<file path="config.mk">
export PLATFORM = sky130hd
export DESIGN_NAME = hit_scorer
export DESIGN_NICKNAME = d
export VERILOG_FILES = /design/src/rtl/hit_scorer.sv
export SDC_FILE = /design/constraint.sdc
export NUM_CORES = 1
export LEC_CHECK = 0
export CORE_ASPECT_RATIO = 0.5
export CORE_MARGIN = 3
export CORE_UTILIZATION = 34
export CTS_CLUSTER_DIAMETER = 30
export CTS_CLUSTER_SIZE = 28
export DETAILED_ROUTE_END_ITERATION = 8
export HOLD_SLACK_MARGIN = 0.08
export PLACE_DENSITY_LB_ADDON = 0.2
export SYNTH_ARGS = -nofsm -noshare
export SYNTH_HDL_FRONTEND = slang
export SYNTH_SLANG_ARGS = --single-unit
</file>
<file path="constraint.sdc">
create_clock -name clk -period 3 [get_ports clk]
set_clock_uncertainty 0.05 [all_clocks]
set_input_delay 0.45 -clock clk [delete_from_list [all_inputs] [get_ports clk]]
set_output_delay 0.45 -clock clk [all_outputs]
set_load 0.02 [all_outputs]
</file>
<file path="src/rtl/hit_scorer.sv">
// Rhythm-game note judge: opens a timed window per song step, scores hits, tracks combo.
// Optional feature macro: HIT_SCORER_COMBO_BONUS_EN (hits landed on a combo of 10+ score 2).
module hit_scorer #(
    parameter logic [23:0] WINDOW    = 24'd5_000_000,
    parameter logic [9:0]  SCORE_MAX = 10'd999
) (
    input  logic       clk,
    input  logic       clear,
    input  logic       note_valid,
    input  logic [4:0] note_lanes,
    input  logic [4:0] btn,
    output logic       hit,
    output logic       miss,
    output logic [9:0] score,
    output logic [3:0] digit2,
    output logic [3:0] digit1,
    output logic [3:0] digit0,
    output logic [6:0] combo,
    output logic       window_open
);

    typedef enum logic [1:0] {
        IDLE = 2'd0,
        OPEN = 2'd1,
        DONE = 2'd2
    } state_t;

    state_t      state_q, state_d;
    logic [4:0]  lanes_q, lanes_d;
    logic [23:0] cnt_q, cnt_d;
    logic [4:0]  btn_q;

    logic        hit_q, miss_q;
    logic [9:0]  score_q, score_d;
    logic [11:0] digits_q, digits_d;
    logic [6:0]  combo_q, combo_d;

    logic        press;
    logic        hit_d, miss_d;
    logic [1:0]  inc;
    logic [9:0]  headroom;
    logic [1:0]  steps;
    logic [11:0] bcd_once, bcd_twice;

    // Three-digit BCD increment with decimal carry; 999 wraps but saturation keeps us below it.
    function automatic logic [11:0] bcd_inc(input logic [11:0] d);
        logic [11:0] r;
        r = d;
        if (r[3:0] == 4'd9) begin
            r[3:0] = 4'd0;
            if (r[7:4] == 4'd9) begin
                r[7:4]  = 4'd0;
                r[11:8] = (r[11:8] == 4'd9) ? 4'd0 : r[11:8] + 4'd1;
            end else begin
                r[7:4] = r[7:4] + 4'd1;
            end
        end else begin
            r[3:0] = r[3:0] + 4'd1;
        end
        return r;
    endfunction

    // A press is any lane going 0->1 between the registered sample and the live level.
    assign press = |(btn & ~btn_q);

    // NOTE: flops use non-blocking assignments so every register sees pre-edge values.
    always_ff @(posedge clk or negedge clear) begin
        if (!clear) begin
            state_q <= IDLE;
            lanes_q <= 5'd0;
            cnt_q   <= 24'd0;
            btn_q   <= 5'd0;
        end else begin
            state_q <= state_d;
            lanes_q <= lanes_d;
            cnt_q   <= cnt_d;
            btn_q   <= btn;
        end
    end

    // NOTE: every comb output gets a default first so no path can infer a latch.
    always_comb begin
        state_d = state_q;
        lanes_d = lanes_q;
        cnt_d   = cnt_q;
        if (note_valid) begin
            if (note_lanes != 5'd0) begin
                state_d = OPEN;
                lanes_d = note_lanes;
                cnt_d   = WINDOW - 24'd1;
            end else begin
                state_d = DONE;
            end
        end else if (state_q == OPEN) begin
            if (hit_d || miss_d) begin
                state_d = DONE;
            end else begin
                cnt_d = cnt_q - 24'd1;
            end
        end
    end

    // Judgement: a press decides first; otherwise an expired or superseded note is a miss.
    always_comb begin
        hit_d       = 1'b0;
        miss_d      = 1'b0;
        window_open = (state_q == OPEN);
        if (state_q == OPEN) begin
            if (press) begin
                hit_d  = (btn == lanes_q);
                miss_d = (btn != lanes_q);
            end else if (note_valid || cnt_q == 24'd0) begin
                miss_d = 1'b1;
            end
        end
    end

`ifdef HIT_SCORER_COMBO_BONUS_EN
    assign inc = (combo_q >= 7'd10) ? 2'd2 : 2'd1;
`else
    assign inc = 2'd1;
`endif

    // Clamp the increment to what is left below SCORE_MAX so score and BCD stay in lockstep.
    assign headroom  = SCORE_MAX - score_q;
    assign steps     = !hit_d ? 2'd0 :
                       (headroom < {8'd0, inc}) ? headroom[1:0] : inc;
    assign bcd_once  = bcd_inc(digits_q);
    assign bcd_twice = bcd_inc(bcd_once);

    always_comb begin
        score_d  = score_q + {8'd0, steps};
        digits_d = digits_q;
        combo_d  = combo_q;
        case (steps)
            2'd1:    digits_d = bcd_once;
            2'd2:    digits_d = bcd_twice;
            default: digits_d = digits_q;
        endcase
        if (hit_d) begin
            combo_d = (combo_q == 7'd99) ? 7'd99 : combo_q + 7'd1;
        end else if (miss_d) begin
            combo_d = 7'd0;
        end
    end

    always_ff @(posedge clk or negedge clear) begin
        if (!clear) begin
            hit_q    <= 1'b0;
            miss_q   <= 1'b0;
            score_q  <= 10'd0;
            digits_q <= 12'd0;
            combo_q  <= 7'd0;
        end else begin
            hit_q    <= hit_d;
            miss_q   <= miss_d;
            score_q  <= score_d;
            digits_q <= digits_d;
            combo_q  <= combo_d;
        end
    end

    assign hit    = hit_q;
    assign miss   = miss_q;
    assign score  = score_q;
    assign digit2 = digits_q[11:8];
    assign digit1 = digits_q[7:4];
    assign digit0 = digits_q[3:0];
    assign combo  = combo_q;

endmodule
</file>
==> results of run 1 <==
==> worst max-delay path, stage by stage <==
cell                              delay, ns
sky130_fd_sc_hd__clkdlybuf4s50_1       0.45
sky130_fd_sc_hd__xor2_1                0.18
sky130_fd_sc_hd__nor3_1                0.27
sky130_fd_sc_hd__o2111ai_1             0.20
sky130_fd_sc_hd__inv_1                 0.13
sky130_fd_sc_hd__nand2b_1              0.08
sky130_fd_sc_hd__inv_1                 0.08
sky130_fd_sc_hd__ha_1                  0.19
sky130_fd_sc_hd__ha_1                  0.20
sky130_fd_sc_hd__nand3_1               0.13
sky130_fd_sc_hd__nor2_1                0.20
sky130_fd_sc_hd__nand3_1               0.12
sky130_fd_sc_hd__xnor2_1               0.15
==> cell type report <==
type,instances,area share [%]
Tap cell,130,3.74
Timing Repair Buffer,58,12.4
Multi-Input combinational cell,245,36.6
Clock buffer,9,5.18
Inverter,16,1.38
Sequential cell,67,38.6
Clock inverter,7,2.13
==> placed cells by master, fill, tap and decap left out, types with 6 or more instances in the layout <==
| cell type | n |
|---|---|
| sky130_fd_sc_hd__ha_1 | 10 |
| sky130_fd_sc_hd__nand2b_1 | 8 |
| sky130_fd_sc_hd__xor2_1 | 18 |
| sky130_fd_sc_hd__nor2_1 | 23 |
| sky130_fd_sc_hd__o21ai_0 | 11 |
| sky130_fd_sc_hd__inv_1 | 16 |
| sky130_fd_sc_hd__xnor2_1 | 12 |
| sky130_fd_sc_hd__a21oi_1 | 8 |
| sky130_fd_sc_hd__nand2_1 | 50 |
| sky130_fd_sc_hd__nor3_1 | 13 |
| sky130_fd_sc_hd__clkdlybuf4s50_1 | 43 |
| sky130_fd_sc_hd__dfrtp_1 | 67 |
| sky130_fd_sc_hd__clkbuf_16 | 9 |
| sky130_fd_sc_hd__o31ai_1 | 6 |
| sky130_fd_sc_hd__buf_4 | 14 |
| sky130_fd_sc_hd__nand3_1 | 15 |
==> worst min-delay path by stage <==
stage	from	endpoint	slack, ns
global placement	cnt_q[13]$_DFFE_PN0P_	cnt_q[13]$_DFFE_PN0P_	0.42
detailed placement	cnt_q[13]$_DFFE_PN0P_	cnt_q[13]$_DFFE_PN0P_	0.43
floorplan	clear	btn_q[0]$_DFF_PN0_	0.10
global route	clear	score[4]$_DFF_PN0_	0.1
CTS	clear	score[0]$_DFF_PN0_	0.08
finish	clear	score[4]$_DFF_PN0_	0.07
==> metrics by stage <==
step	hold slack, ns	worst slack [ns]	TNS [ns]	utilization [%]	std cells
6_report	0.0724	0.338	0	47.5	532
3_3_place_gp	0.419	0.0598	0	44.0	516
5_1_grt	0.0995	0.0654	0	47.5	532
3_5_place_dp	0.430	-0.0389	-0.0389	44.0	516
2_1_floorplan	0.104	0.243	0	-	334
4_1_cts	0.0844	0.311	0	47.5	532
==> cells by family (layout without fill, tap and decap cells) <==
logic type                 count (synthesis)  count (layout)  share of synthesized area [%]
buffers and inverters                     22              90                           2.76
adders and majority gates                 10              10                           3.73
DFF                                       67              67                           49.9
muxes                                      6               6                           1.83
AOI/OAI and AO/OA                         52              52                           10.7
and+or+nand+nor                          147             147                           23.2
xor gates and xnor gates                  30              30                           7.82
==> registers in the layout (all words and copies together) (netlist names) <==
| name | flops |
|---|---|
| btn_q | 5 |
| cnt_q | 24 |
| combo | 7 |
| digits_q | 12 |
| hit | 1 |
| lanes_q | 5 |
| miss | 1 |
| score | 10 |
| state_q | 2 |
==> where the power goes <==
| group | switching [mW] | internal, mW | total, mW |
|---|---|---|---|
| logic | 0.125 | 0.0985 | 0.223 |
| clock network | 0.378 | 0.723 | 1.10 |
| registers | 0.0390 | 0.939 | 0.978 |
==> routing by layer <==
metal	vias to the layer above	routed length, um	part of all wire [%]
li1	1300	-	-
met1	1306	3380	46
met2	49	3640	49
met3	7	264	3.6
met4	0	90	1.2
met5	-	0	0
==> key figures, run 1 <==
Global routing
  • First-pass GRT wire length: 12900 um
  • GRT overflow: 0
  • Layer with the highest usage after global routing: met2
  • Met2 GRT Util: about 24%
  • Antenna violations before repair: 0
  • Met3 capacity usage during global routing: under 10%
  • Via count of the first global-routing pass: approximately 2700
  • Pin count of the biggest net entering global routing: 31
  • Met1 global-route usage: between 10% and 20%
  • Total routing resource utilization after global routing: 14.3%

Yosys
  • Mapped Area: about 3400 um^2
  • Number of instances in the synthesized netlist: 334
  • Yosys warnings: 0
  • Commonest cells in the netlist: 67 x sky130_fd_sc_hd__dfrtp_1, 50 x sky130_fd_sc_hd__nand2_1, 23 x sky130_fd_sc_hd__nor2_1, 18 x sky130_fd_sc_hd__xor2_1, 16 x sky130_fd_sc_hd__inv_1
  • Post-Syn Nets: 357
  • Async S/R FF share, synth: 100%
  • Flip-flop and latch count after synthesis: between 60 and 70
  • Cell type with the largest total area after synthesis: sky130_fd_sc_hd__dfrtp_1
  • Synth top area share: 49.9%
  • Primary FF master, synth: sky130_fd_sc_hd__dfrtp_1
  • Synth unique cells: 52
  • Sequential element share of the synthesized area: around half
  • Most common cell in the synthesized netlist: sky130_fd_sc_hd__dfrtp_1
  • Post-synth EDFFs: 0
  • Ranking of synthesized cells by area: sky130_fd_sc_hd__dfrtp_1 50%, sky130_fd_sc_hd__nand2_1 5.6%, sky130_fd_sc_hd__xor2_1 4.7%
  • Mean instance size in the synthesized netlist: around 10 um^2

CTS
  • Clk slew on worst S/H paths: ~0.06 ns
  • Number of clock buffers inserted by TritonCTS: 9
  • # resized after CTS: 0
  • Clock tree from TritonCTS: built
  • Buffer type at the clock tree root: sky130_fd_sc_hd__clkbuf_16
  • Later-pin clock latency in the skew report: around 0.33 ns
  • CTS sink count: 67
  • Maximum level of the CTS H-tree: 3
  • Post-CTS Hold Buffers: 0
  • Maximum root-to-sink buffer count: 2
  • Number of buffers inserted to repair setup after CTS: 0

Setup path
  • Kind of start point of the critical path: input pin
  • Data required time of the critical path: about 3.2 ns
  • Data arrival, critical path: roughly 2.8 ns
  • R2R setup slack: ~0.4 ns
  • Start point of the critical path: btn[1]
  • End point of the critical path: score[8]$_DFF_PN0_
  • Kind of end point of the critical path: flip-flop
  • Worst reg-to-reg path cell count: 6
  • Type of the worst setup path: input pin to flip-flop
  • Critical register-to-register path endpoint: cnt_q[2]$_DFFE_PN0P_
  • Worst reg2reg startpoint: cnt_q[12]$_DFFE_PN0P_
  • Biggest fanout along the worst timing path: 3

Power
  • Worst-case vdd ir drop: 0.286 mV
  • Power consumption: approximately 2.3 mW
  • Leakage power: around 1.9 nW
  • PD cells: about 530 nW/um^2

Die
  • Placeable core area: 9160 um^2
  • Number of cell rows: 24
  • Full die area: roughly 11000 um^2
  • Initial Util: 36.7%
  • Horizontal extent of the die: between 100 and 150 um
  • Die Ht: about 76 um
  • I/O pin cnt: 45

Run status
  • Outcome: complete, no violations

STA
  • Actual transition at the worst max-transition pin: roughly 0.6 ns
  • Final critical-path share of the clock period: 88.7%
  • Maximum operating frequency: approximately 380 MHz
  • Fin crit period: between 2 and 3 ns
  • Setup repair after global routing missed its margin: no
  • Finish-stage setup viols: 0
  • Count of pins over their slew limit: 0
  • Final hold viol count: 0
  • Relative slew slack: 60.2%

Drt
  • Average wire length per cell after detail routing: approximately 14 um
  • Pre-antenna DRT Iters: 4
  • Via count: 2662
  • Total DRC errors in the routed layout: 0
  • Number of design-rule violations left by the first detailed-router iteration: 157
  • Number of antenna-violating nets in the routed design: 0
  • Detailed-route wire length: between 7000 and 8000 um
  • Ratio of routed vias to standard cells: ~5

Place
  • DPL Wire Length: 5400 um
  • Placed instance area: between 4000 and 5000 um^2
  • Count of buffers from port buffering: 44
  • Final estimated routing congestion in global placement: 0.820

Cells and area
  • Layout net count: 420
  • Number of fill cells in the layout: roughly 860
  • Total non-filler cell area in the finished layout: 4350 um^2
  • Total area of multi-input combinational cells: about 1600 um^2
  • Share of cells above drive strength 1: a little over a tenth
  • Synth-to-Final Area Change: 29.4%
  • Antenna cells: 0
  • Sequential cell area: around 1700 um^2

Flow run
  • Maximum capacitance violations: 0

Worst hold path
  • Worst min-delay path class: input pin to async pin
Note: power is estimated with default switching activity, not from simulation.
==> inputs of run 2 (changes only) <==
Settings changed: CORE_ASPECT_RATIO 0.5 to unset, CORE_MARGIN 3 to 1.
==> key figures, run 2 (same netlist as run 1, synthesis figures left out) <==
CTS
  • Number of buffers inserted to repair setup after CTS: 0
  • CTS sink count: 67
  • Buffer type at the clock tree root: sky130_fd_sc_hd__clkbuf_8
  • Clock tree from TritonCTS: built
  • Maximum level of the CTS H-tree: 3
  • Later-pin clock latency in the skew report: ~0.33 ns
  • Number of clock buffers inserted by TritonCTS: 9
  • Maximum root-to-sink buffer count: 2
  • # resized after CTS: 0
  • Clk slew on worst S/H paths: 0.07 ns

Global routing
  • GRT overflow: 0
  • Via count of the first global-routing pass: roughly 2600
  • Total routing resource utilization after global routing: 15.9%
  • First-pass GRT wire length: 12500 um
  • Antenna violations before repair: 0
  • Pin count of the biggest net entering global routing: 31

Setup path
  • Critical register-to-register path endpoint: score[8]$_DFF_PN0_
  • Delay of the slowest critical-path stage: 0.49 ns
  • Kind of end point of the critical path: flip-flop
  • Data arrival, critical path: about 2.8 ns
  • Cell family contributing the most delay on the critical path: simple AND/OR/NAND/NOR gates
  • Worst reg-to-reg path cell count: 13
  • Biggest fanout along the worst timing path: 3
  • Data required time of the critical path: 3.17 ns
  • R2R setup slack: approximately 0.38 ns
  • Kind of start point of the critical path: input pin
  • Combined buffer and inverter count along the critical path: 3
  • Library cell contributing the largest single delay on the critical path: sky130_fd_sc_hd__clkdlybuf4s50_1
  • Worst reg2reg startpoint: score[3]$_DFF_PN0_
  • Type of the worst setup path: input pin to flip-flop
  • Chain of cells forming the critical path: clkdlybuf4s50_1, xor2_1, nor3_1, o2111ai_1, inv_1, nand2b_1, inv_1, ha_1, ha_1, nand3_1, nor2_1, nand3_1, xnor2_1

Worst hold path
  • Worst min-delay path class: flip-flop to flip-flop
  • Worst Min Path Start: cnt_q[13]$_DFFE_PN0P_
  • Cell depth of the worst hold path: 1
  • Sink of the worst hold path: cnt_q[13]$_DFFE_PN0P_

Cells and area
  • Layout net count: about 420
  • Total non-filler cell area in the finished layout: 4260 um^2
  • Leading cell type in the layout, fill and taps excluded: sky130_fd_sc_hd__dfrtp_1
  • Number of flip-flops under the largest register name: 24
  • Share of the core filled with cells in the final layout: a little under half
  • Share of cells above drive strength 1: about a tenth
  • Synth-to-Final Area Change: 27.0%
  • Reg with most FFs: cnt_q
  • Antenna cells: 0
  • Filler-free cell count of the finished design: roughly 530
  • Most frequent cells in the layout: 67 x sky130_fd_sc_hd__dfrtp_1, 50 x sky130_fd_sc_hd__nand2_1, 43 x sky130_fd_sc_hd__clkdlybuf4s50_1

Drt
  • Number of design-rule violations left by the first detailed-router iteration: 92
  • Via count: between 2000 and 3000
  • Average wire length per cell after detail routing: between 10 and 15 um
  • Ratio of routed vias to standard cells: 4.89
  • Detailed-route wire length: between 7000 and 8000 um
  • Number of antenna-violating nets in the routed design: 0
  • Total DRC errors in the routed layout: 0
  • Pre-antenna DRT Iters: 4

Power
  • Combinational Power Share: 10.9%
  • Clk pwr share: 41.2%
  • PD cells: ~480 nW/um^2
  • P_sw: ~0.51 mW
  • Leakage power: ~1.8 nW
  • Worst-case vdd ir drop: between 0.2 and 0.25 mV
  • Internal portion of total power: about 1.5 mW
  • Share of total power consumed by net switching: approximately 25%
  • Part of the power in registers: around 48%
  • Power consumption: approximately 2 mW

Place
  • Cell count after placement: around 520
  • Count of buffers from port buffering: 44
  • Setup slack at placement: -0.00807 ns
  • DPL Wire Length: 5220 um
  • Final estimated routing congestion in global placement: about 0.81
  • Placed instance area: roughly 4000 um^2

STA
  • Setup repair after global routing missed its margin: no
  • Count of pins over their slew limit: 0
  • Final hold viol count: 0
  • Actual transition at the worst max-transition pin: 0.524 ns
  • Sum of negative setup slack: 0 ns
  • Relative slew slack: approximately 65%
  • Final critical-path share of the clock period: between 80 and 90%
  • Maximum operating frequency: roughly 380 MHz
  • Post-route setup slack: 0.347 ns
  • Finish-stage setup viols: 0
  • Worst hold slack: 0.430 ns
  • Fin crit period: 2.65 ns

Run status
  • Outcome: complete, no violations

Die
  • Placeable core area: between 9000 and 10000 um^2
  • Horizontal extent of the die: 101 um
  • I/O pin cnt: 45
  • Die Ht: approximately 100 um
  • Number of cell rows: 35
  • Full die area: 10300 um^2
  • Initial Util: a little over a third

Flow run
  • Maximum capacitance violations: 0
-- run 2: cell type report --
type	count	area, um^2
clock buffers	10	138
well taps	129	161
inverters	16	60.1
fillers	925	5150
multi-input cells	245	1590
repair buffers	59	551
flip-flops and latches	67	1680
clock inverters	6	88.8
-- run 2: worst max path at each step --
stage / start / endpoint / cells past startpoint
finish: btn[0] / score[8]$_DFF_PN0_ / 13
CTS: btn[0] / score[8]$_DFF_PN0_ / 13
global placement: btn[0] / score[8]$_DFF_PN0_ / 13
detailed placement: btn[0] / score[8]$_DFF_PN0_ / 13
floorplan: state_q[1]$_DFFE_PN0P_ / score[8]$_DFF_PN0_ / 12
global route: score[3]$_DFF_PN0_ / score[8]$_DFF_PN0_ / 13
-- run 2: power groups by stage --
stage / sequential (mW) / clock, mW / combinational [mW]
2_1_floorplan: 1.01 / 0 / 0.0875
3_3_place_gp: 0.994 / 0 / 0.222
3_5_place_dp: 0.992 / 0 / 0.222
4_1_cts: 0.975 / 0.863 / 0.226
5_1_grt: 0.983 / 0.901 / 0.251
6_report: 0.975 / 0.837 / 0.221
-- run 2: repair_timing --
item | in CTS | in global routing
hold buffers | 1 | 0
setup endpoints to repair | 0 | 0
hold endpoints to repair | 15 | 0
-- run 2: per-layer routing --
layer	global-route usage, %	vias to the layer above	wire (um)	part of all wire, %
li1	-	1303	-	-
met1	22.7	1242	3720	52
met2	23.1	50	3120	43
met3	3.52	8	265	3.7
met4	6.80	0	101	1.4
met5	0	-	0	0
==> inputs of run 3 (changes only) <==
Settings changed: ABC_AREA set to 1, CAP_MARGIN set to 20.
==> key figures, run 3 <==
CTS
  • Buffer type at the clock tree root: sky130_fd_sc_hd__clkbuf_16
  • # resized after CTS: 0
  • Post-CTS Hold Buffers: 0
  • Maximum level of the CTS H-tree: 3
  • Maximum root-to-sink buffer count: 2
  • Number of clock buffers inserted by TritonCTS: 9
  • Clk slew on worst S/H paths: 0.06 ns
  • Number of buffers inserted to repair setup after CTS: 0
  • CTS sink count: 67
  • Clock tree from TritonCTS: built
  • Later-pin clock latency in the skew report: 0.34 ns

Yosys
  • Mean instance size in the synthesized netlist: 7.62 um^2
  • Commonest cells in the netlist: 146 x sky130_fd_sc_hd__nand2_1, 71 x sky130_fd_sc_hd__nor2_1, 67 x sky130_fd_sc_hd__dfrtp_1, 54 x sky130_fd_sc_hd__nand3_1, 45 x sky130_fd_sc_hd__inv_1
  • Synth top area share: 43.0%
  • Post-Syn Nets: 535
  • Post-synth EDFFs: 0
  • Primary FF master, synth: sky130_fd_sc_hd__dfrtp_1
  • Most common cell in the synthesized netlist: sky130_fd_sc_hd__nand2_1
  • Mapped Area: 3900 um^2
  • Number of instances in the synthesized netlist: between 500 and 600
  • Flip-flop and latch count after synthesis: between 60 and 70
  • Yosys warnings: 0
  • Cell type with the largest total area after synthesis: sky130_fd_sc_hd__dfrtp_1
  • Synth unique cells: 34
  • Ranking of synthesized cells by area: sky130_fd_sc_hd__dfrtp_1 43%, sky130_fd_sc_hd__nand2_1 14%, sky130_fd_sc_hd__nand3_1 6.9%
  • Async S/R FF share, synth: between 90% and 100%
  • Sequential element share of the synthesized area: a little over two fifths

Global routing
  • Antenna violations before repair: 0
  • Total routing resource utilization after global routing: 16.3%
  • First-pass GRT wire length: 15000 um
  • GRT overflow: 0
  • Pin count of the biggest net entering global routing: 68
  • Via count of the first global-routing pass: roughly 3100

Setup path
  • Biggest fanout along the worst timing path: 5
  • Data required time of the critical path: approximately 3.2 ns
  • Type of the worst setup path: flip-flop to flip-flop
  • Kind of start point of the critical path: flip-flop
  • Worst reg-to-reg path cell count: 11
  • Data arrival, critical path: roughly 2.7 ns
  • Kind of end point of the critical path: flip-flop

Cells and area
  • Leading cell type in the layout, fill and taps excluded: sky130_fd_sc_hd__nand2_1
  • Total area of multi-input combinational cells: 1970 um^2
  • Layout net count: 585
  • Number of flip-flops under the largest register name: 24
  • Total non-filler cell area in the finished layout: a little under 5000 um^2
  • Reg with most FFs: cnt_q
  • Most frequent cells in the layout: 146 x sky130_fd_sc_hd__nand2_1, 71 x sky130_fd_sc_hd__nor2_1, 67 x sky130_fd_sc_hd__dfrtp_1
  • Sequential cell area: roughly 1700 um^2
  • Share of cells above drive strength 1: under 10%
  • Synth-to-Final Area Change: 24.0%
  • Number of fill cells in the layout: ~1100
  • Antenna cells: 0
  • Filler-free cell count of the finished design: approximately 700

Die
  • Die Ht: roughly 110 um
  • Full die area: roughly 12000 um^2
  • Placeable core area: about 11000 um^2
  • Number of cell rows: 38
  • Horizontal extent of the die: between 100 and 150 um
  • I/O pin cnt: 45
  • Initial Util: between 30% and 40%

Place
  • Placed instance area: ~4500 um^2
  • Count of buffers from port buffering: 44
  • Final estimated routing congestion in global placement: 0.821
  • Cell count after placement: ~690
  • DPL Wire Length: 6160 um
  • Setup slack at placement: approximately 0.19 ns

STA
  • Worst hold slack: 0.238 ns
  • Count of pins over their slew limit: 0
  • Fin crit period: roughly 2.4 ns
  • Final critical-path share of the clock period: between 80% and 90%
  • Finish-stage setup viols: 0
  • Relative slew slack: 42.9%
  • Final hold viol count: 0
  • Actual transition at the worst max-transition pin: around 0.86 ns
  • Sum of negative setup slack: 0 ns
  • Maximum operating frequency: between 400 and 500 MHz
  • Post-route setup slack: 0.560 ns
  • Setup repair after global routing missed its margin: no

Drt
  • Detailed-route wire length: 8580 um
  • Pre-antenna DRT Iters: 4
  • Via count: 3297
  • Ratio of routed vias to standard cells: around 4.7
  • Number of antenna-violating nets in the routed design: 0
  • Number of design-rule violations left by the first detailed-router iteration: around 190
  • Average wire length per cell after detail routing: about 12 um
  • Total DRC errors in the routed layout: 0

Run status
  • Outcome: complete, no violations

Power
  • Worst-case vdd ir drop: approximately 0.46 mV
  • PD cells: between 500 and 600 nW/um^2
  • Leakage power: between 2 and 2.5 nW

Flow run
  • Maximum capacitance violations: 0

Worst hold path
  • Worst min-delay path class: input pin to async pin
## run 3: changes by cell type in the layout (fill, tap and decap cells not counted), sizes merged, moves of 8 or more
cell,change
inv,+33
o21ai,+20
nand2b,-8
nand2,+99
nor3,-8
nor2,+53
nand3,+42
## run 3: routing by layer
metal | up-vias | wire length [um] | track usage (%)
met5 | - | 0 | 0
met4 | 0 | 99 | 4.63
met3 | 7 | 357 | 5.74
met2 | 48 | 4020 | 25.6
met1 | 1517 | 4100 | 20.9
li1 | 1725 | - | -
## run 3: path summary, 6_finish.rpt
| kind | start | endpoint | slack (ns) |
|---|---|---|---|
| max | score[3]$_DFF_PN0_ | score[8]$_DFF_PN0_ | 0.56 |
| min | clear | cnt_q[15]$_DFFE_PN0P_ | 0.24 |
| max reg2reg | score[3]$_DFF_PN0_ | score[8]$_DFF_PN0_ | 0.56 |
| min reg2reg | cnt_q[0]$_DFFE_PN0P_ | cnt_q[0]$_DFFE_PN0P_ | 0.43 |
| max in group asynchronous | clear | cnt_q[22]$_DFFE_PN0P_ | 2.08 |
| min in group clk | cnt_q[0]$_DFFE_PN0P_ | cnt_q[0]$_DFFE_PN0P_ | 0.43 |
## run 3: cells by family (layout without fill, tap and decap cells)
logic type | Yosys count | count (layout) | synth area share (%)
xor+xnor | 28 | 28 | 6.29
flops | 67 | 67 | 43.0
simple gates | 308 | 308 | 34.9
buf+inv | 60 | 115 | 6.61
compound gates | 39 | 39 | 6.03
fa+ha+maj | 10 | 10 | 3.21
## run 3: cell type report
class / count / share of cell area [%]
Timing Repair Buffer: 51 / 10.1
Clock inverter: 7 / 2.56
Tap cell: 140 / 3.62
Sequential cell: 67 / 34.7
Inverter: 48 / 3.75
Clock buffer: 9 / 4.66
Multi-Input combinational cell: 385 / 40.7
## run 3: report_power, final
group	internal (mW)	switching, mW
registers	0.982	0.0905
logic	0.186	0.268
clock network	0.820	0.411
total	1.99	0.769
## run 3: worst max-delay path, cell delays in order, from the launching register on
cell	delay, ns
sky130_fd_sc_hd__dfrtp_1	0.43
sky130_fd_sc_hd__inv_1	0.09
sky130_fd_sc_hd__ha_1	0.30
sky130_fd_sc_hd__nor4_1	0.29
sky130_fd_sc_hd__nand3b_1	0.21
sky130_fd_sc_hd__nor2b_1	0.20
sky130_fd_sc_hd__ha_1	0.20
sky130_fd_sc_hd__ha_1	0.22
sky130_fd_sc_hd__nand3_1	0.13
sky130_fd_sc_hd__nor2_1	0.08
sky130_fd_sc_hd__nand3_1	0.08
sky130_fd_sc_hd__xnor2_1	0.11
## run 3: metrics by stage
step | power [mW] | utilization, %
4_1_cts | 2.80 | 43.9
2_1_floorplan | 1.35 | -
5_1_grt | 2.92 | 43.9
3_3_place_gp | 1.54 | 40.7
6_report | 2.76 | 43.9
3_5_place_dp | 1.54 | 40.7
